**src/rtl/fetch_ctrl.sv**
```systemverilog
// ----------------------------------------------------------------------------
// fetch_ctrl
//
// Fetch-stage controller. It sequences the PC register against a wait-stated
// instruction memory port with at most one outstanding request, hands fetched
// words to decode and absorbs decode back-pressure and branch/jump redirects.
//
// Ports
//   clk, reset        rising-edge clock, synchronous active-high reset
//   pc_f              current PC from the PC register
//   pc_next, stall_f  next PC and hold control for the PC register
//   hazard_stall      decode cannot accept an instruction this cycle
//   redirect_valid    taken branch/jump. Squashes the in-flight fetch.
//   redirect_target   redirect address. It is word-aligned before use.
//   imem_req/addr     request to instruction memory (addr is always pc_f)
//   imem_gnt          request accepted this cycle
//   imem_rvalid/rdata single-cycle, in-order response
//   instr_f, pc_out_f instruction and its PC to decode
//   valid_f           single-cycle handoff strobe for instr_f/pc_out_f
//   bus_timeout       one-cycle pulse when a response never arrives
//   dbg_state         current FSM state, for observation only
//
// Handshake semantics
//   The memory takes a request in any cycle where imem_req && imem_gnt.
//   Exactly one imem_rvalid pulse answers it, in a later cycle. decode
//   consumes instr_f in any cycle where valid_f is high. valid_f is never
//   raised while hazard_stall or redirect_valid is high. The PC register
//   loads pc_next in every cycle where stall_f is low.
//
// All handoff outputs are combinational from the current state and inputs.
// The fetched word therefore reaches decode in the same cycle as imem_rvalid.
// ----------------------------------------------------------------------------
module fetch_ctrl #(
    parameter int TIMEOUT   = 255,
    parameter int TIMEOUT_W = 8
) (
    input  logic        clk,
    input  logic        reset,
    input  logic [31:0] pc_f,
    output logic [31:0] pc_next,
    output logic        stall_f,
    input  logic        hazard_stall,
    input  logic        redirect_valid,
    input  logic [31:0] redirect_target,
    output logic        imem_req,
    output logic [31:0] imem_addr,
    input  logic        imem_gnt,
    input  logic        imem_rvalid,
    input  logic [31:0] imem_rdata,
    output logic [31:0] instr_f,
    output logic [31:0] pc_out_f,
    output logic        valid_f,
    output logic        bus_timeout,
    output logic [1:0]  dbg_state
);

    typedef enum logic [1:0] {
        ST_ISSUE = 2'd0,  // request pc_f on the memory port
        ST_WAIT  = 2'd1,  // request granted, waiting for its response
        ST_HOLD  = 2'd2,  // response buffered, waiting for decode
        ST_DROP  = 2'd3   // squashed request outstanding, discard its response
    } state_t;

    // The counter value seen in the cycle that fires the timeout.
    // The cycle of entry counts as the first cycle, with a count of 0.
    localparam logic [TIMEOUT_W-1:0] TMO_LAST = TIMEOUT_W'(TIMEOUT - 1);

    state_t                 state_q, state_d;
    logic [TIMEOUT_W-1:0]   cnt_q, cnt_d;
    logic [31:0]            buf_q, buf_d;

    logic                   deliver;   // hand a word to decode this cycle
    logic                   tmo_hit;   // response overdue this cycle
    logic [31:0]            pc_plus4;
    logic [31:0]            redir_pc;

    // The low target bits are dropped by the word alignment.
    logic                   unused_tgt_bits;
    assign unused_tgt_bits = ^redirect_target[1:0];

    assign pc_plus4 = pc_f + 32'd4;
    assign redir_pc = {redirect_target[31:2], 2'b00};

    // ------------------------------------------------------------------
    // Next-state decode. A redirect outranks every other event. The
    // hazard_stall input only gates delivery. It never delays a redirect.
    // ------------------------------------------------------------------
    always_comb begin
        state_d = state_q;
        cnt_d   = cnt_q;
        buf_d   = buf_q;
        deliver = 1'b0;
        tmo_hit = 1'b0;

        case (state_q)
            ST_ISSUE: begin
                // A response seen here belongs to no live request and is ignored.
                if (imem_gnt) begin
                    // A grant in the same cycle as a redirect leaves a
                    // squashed request in flight. Its response must be drained.
                    state_d = redirect_valid ? ST_DROP : ST_WAIT;
                    cnt_d   = '0;
                end
                // Redirect without a grant: stay here. The request is
                // reissued next cycle at the new pc_f.
            end

            ST_WAIT: begin
                if (redirect_valid) begin
                    if (imem_rvalid) begin
                        state_d = ST_ISSUE;        // stale word dropped at once
                    end else begin
                        state_d = ST_DROP;
                        cnt_d   = '0;
                    end
                end else if (imem_rvalid) begin
                    if (hazard_stall) begin
                        buf_d   = imem_rdata;
                        state_d = ST_HOLD;
                    end else begin
                        deliver = 1'b1;
                        state_d = ST_ISSUE;
                    end
                end else if (cnt_q == TMO_LAST) begin
                    // pc_f was held, so ISSUE re-requests the same address.
                    tmo_hit = 1'b1;
                    state_d = ST_ISSUE;
                end else begin
                    cnt_d = cnt_q + 1'b1;
                end
            end

            ST_HOLD: begin
                if (redirect_valid) begin
                    state_d = ST_ISSUE;            // buffered word discarded
                end else if (!hazard_stall) begin
                    deliver = 1'b1;
                    state_d = ST_ISSUE;
                end
            end

            ST_DROP: begin
                if (imem_rvalid) begin
                    // The squashed response has arrived. pc_f already
                    // holds the redirect target. This also covers a
                    // second redirect that lands on the same cycle.
                    state_d = ST_ISSUE;
                end else if (redirect_valid) begin
                    cnt_d = '0;                    // fresh redirect restarts the wait
                end else if (cnt_q == TMO_LAST) begin
                    tmo_hit = 1'b1;
                    state_d = ST_ISSUE;
                end else begin
                    cnt_d = cnt_q + 1'b1;
                end
            end

            default: state_d = ST_ISSUE;
        endcase
    end

    // ------------------------------------------------------------------
    // State registers
    // ------------------------------------------------------------------
    always_ff @(posedge clk) begin
        if (reset) begin
            state_q <= ST_ISSUE;
            cnt_q   <= '0;
            buf_q   <= '0;
        end else begin
            state_q <= state_d;
            cnt_q   <= cnt_d;
            buf_q   <= buf_d;
        end
    end

    // ------------------------------------------------------------------
    // Outputs. Reset forces the port and handoff strobes quiet and holds
    // the PC register, whatever the state register holds at that time.
    // ------------------------------------------------------------------
    assign imem_req    = !reset && (state_q == ST_ISSUE);
    assign imem_addr   = pc_f;

    assign valid_f     = !reset && deliver;
    assign instr_f     = (state_q == ST_HOLD) ? buf_q : imem_rdata;
    assign pc_out_f    = pc_f;

    // The PC moves on a delivery (sequential advance) or on a redirect.
    assign stall_f     = reset || !(redirect_valid || deliver);
    assign pc_next     = (!reset && redirect_valid) ? redir_pc : pc_plus4;

    assign bus_timeout = !reset && tmo_hit;

    assign dbg_state   = state_q;

endmodule
```
**config.mk**
```make
export PLATFORM = sky130hd
export DESIGN_NAME = fetch_ctrl
export DESIGN_NICKNAME = d
export VERILOG_FILES = /design/src/rtl/fetch_ctrl.sv
export SDC_FILE = /design/constraint.sdc
export NUM_CORES = 1
export LEC_CHECK = 0
export CAP_MARGIN = 25
export CORE_MARGIN = 5
export CORE_UTILIZATION = 40
export CTS_CLUSTER_DIAMETER = 150
export DETAILED_ROUTE_END_ITERATION = 8
export DONT_BUFFER_PORTS = 1
export PLACE_DENSITY_LB_ADDON = 0.25
export SETUP_SLACK_MARGIN = 0.05
export SLEW_MARGIN = 15
export SYNTH_ARGS = -nofsm -noshare
export SYNTH_HDL_FRONTEND = slang
export SYNTH_SLANG_ARGS = --single-unit
```
**constraint.sdc**
```tcl
create_clock -name clk -period 1.86 [get_ports clk]
set_input_delay 0.279 -clock clk [delete_from_list [all_inputs] [get_ports clk]]
set_output_delay 0.279 -clock clk [all_outputs]
set_load 0.02 [all_outputs]
```
==> out/metrics.cfg <==
[status]
status = finished, violations left
violations = negative setup slack

[layout]
final_area_um2 = 4624
num-fill-cells = 873
syn_to_final_growth_pct = 26.19
layout-drive-gt1-share_pct = 33.81
antenna_cells = 0
nets = 603

[synth]
syn_area_per_cell_um2 = 7.271
async_flop_share_pct = 0
ys_warn_count = 0
ys_ff_latch = 42
yosys-top-cells-area = dfxtp_1 23%, buf_4 13%, nand2_1 10%
synth.top_cell.area_share_pct = 22.94
synth_top_area_cell = dfxtp_1
synth_nets = 614
yosys-top-cells-count = 100 x nand2_1, 64 x buf_4, 42 x dfxtp_1, 37 x a21oi_1, 32 x mux2_2
seq_area_frac_synth_pct = 22.94
synthCells = 504
synth.distinct_cells = 51
synth_edf_count = 0
synth.most_common_cell = nand2_1
synth.cell_area_um2 = 3665
synth_flop_cell = dfxtp_1

[place]
io_buffers = 0
hpwlAfterDp_um = 7856
place_area_um2 = 3865
dp_slack_ns = -0.2650
finalWeightedCongestion = 0.8402

[worst_setup_path]
crit_family = simple AND/OR/NAND/NOR gates
regToRegStartpoint = dbg_state[0]
path_buf_inv = 1
cp_slowest_cell = or4_4
slowest_delay_ns = 0.57
required_ns = 1.58
worstPathMaxFanout = 7
crit_start = pc_f[16]
end_kind = primary output
cp.arrival_ns = 1.78
crit_path_frequent_cell = or4_4
criticalPathCategory = in2out
path_cells = nand2_4, or4_4, buf_12, or4_4, a31oi_4
start_kind = input port

[timing]
slew_headroom_pct = 72.48
finalMaxSlewViolations = 0
setup_viol = 10
worst_pin_slew_ns = 0.4093
fin_worst_skew_ns = 0.008417
rsz0062_at_grt = true
fin_ws_ns = -0.1994
finalHoldViolCount = 0
fin_crit_ns = 2.059
fin_crit_sh_pct = 110.7
max_freq_ghz = 0.4856

[grt]
grt_usage_pct = 18.83
grt_pass1_vias = 3447
grt_overflow = 0
grt_pass1_wl_um = 17380
antenna_found_initial = 0
grt_max_degree = 41

[detailed_routing]
vias = 3480
finalWirelength_um = 11360
first_pass_iters = 4
ant_nets = 0
vias_per_cell = 5.752
post_drt_wl_per_cell_um = 18.78
drc = 0
drtIter0Drc = 184

[clocking]
clk_path_buf_depth = 2
cts_made_buffers = 5
clk_pin_slew_ns = 0.09
cts_tree = built
htreeDepth = 2
cts_root_buffer = clkbuf_8
clk_latency_ns = 0.29
clock_sinks = 42

[floorplan]
fp.dieH_um = 105.7
pin_count = 236
dieArea_um2 = 11180
die_w_um = 105.7
rows = 35
floorplan.initialDensity_pct = 40.43
core_area_um2 = 9065

[worst_hold_path]
hp-class = in2reg
worst_hold_startpoint = reset

[flow_run]
maxCapViolCount = 0

[pwr]
power_density_nw_per_um2 = 653.7
p_leak_nw = 1.717
ir_drop_uv = 370.1

[path summary, 6_finish.rpt]
path / slack, ns / cells past startpoint / end
max reg2reg: 0.05 / 7 / cnt_q[4]
min: 0.04 / 1 / dbg_state[1]
max: -0.20 / 5 / pc_next[29]
min reg2reg: 0.46 / 2 / buf_q[4]
[cells by family after synthesis]
group,Yosys count,synth area share [%]
simple gates,208,27.96
buf+inv,102,17.34
compound gates,98,15.81
flops,42,22.94
mux,33,10.11
xor+xnor,13,3.107
fa+ha+maj,8,2.731
[where the power goes]
part           switching, mW  total (mW)  internal [mW]
clock network          0.326       0.727          0.401
logic                  0.680        1.33          0.652
registers             0.0293       0.964          0.935
total                   1.04        3.02           1.99
[area by class of cell]
| type | count | area, um2 | area share, % |
|---|---|---|---|
| Tap cell | 111 | 138.9 | 3.003 |
| Clock inverter | 2 | 37.54 | 0.8117 |
| Timing Repair Buffer | 77 | 844.6 | 18.26 |
| Multi-Input combinational cell | 360 | 2649 | 57.28 |
| Inverter | 7 | 33.78 | 0.7305 |
| Sequential cell | 42 | 848.3 | 18.34 |
| Clock buffer | 6 | 72.57 | 1.569 |
[layout by cell type (no fill, tap or decap), types with 3 or more instances in the layout]
cell | netlist | routed
o21ai_0 | 23 | 17
or4_4 | 1 | 5
nand2_1 | 100 | 98
nand4_1 | 14 | 14
buf_6 | 1 | 9
ha_4 | 0 | 4
or4_1 | 9 | 5
nand2b_1 | 5 | 4
clkbuf_8 | 0 | 5
xor2_1 | 7 | 7
o31ai_1 | 9 | 9
buf_4 | 64 | 53
xnor2_1 | 6 | 5
buf_16 | 0 | 3
ha_1 | 8 | 4
mux2_4 | 0 | 32
a21oi_1 | 37 | 35
a21boi_1 | 0 | 6
and2_1 | 3 | 3
a31oi_4 | 0 | 7
a21o_1 | 4 | 4
or3_1 | 5 | 3
nor2_1 | 18 | 17
or3_4 | 0 | 3
buf_12 | 0 | 9
nand3_1 | 21 | 19
o21ai_1 | 0 | 6
and3_1 | 6 | 6
nor4_2 | 0 | 3
inv_1 | 7 | 5
dfxtp_1 | 42 | 40
[registers in the layout (all words and copies together), names as in the netlist]
| signal | cells |
|---|---|
| buf_q | 32 |
| cnt_q | 8 |
| dbg_state | 2 |
[layer usage]
metal,global-route usage [%],wire [um]
met5,0,0
met2,32.01,5509
met3,5.450,755
met4,3.423,41
met1,23.85,5053
[metrics by stage]
step	std cells	utilization [%]	hold slack (ns)	setup TNS (ns)	power, mW
after floorplan	504	-	0.4150	-1.511	1.899
after global placement	574	42.64	0.3505	-1.452	1.942
after detailed placement	574	42.64	0.3551	-1.578	1.955
after CTS	600	49.05	0.03724	-1.435	2.959
after global routing	605	51.01	0.02562	-2.006	3.165
final	605	51.01	0.04165	-1.280	3.023
[what timing repair did]
item / in CTS / in global routing
gates resized for setup: 59 / 27
pin swaps: 20 / 12
setup buffers: 14 / 3
cloned: 4 / 2
endpoints found under the setup margin: 52 / 59
hold buffers: 0 / 0
Power figures use the tool's default switching activity.
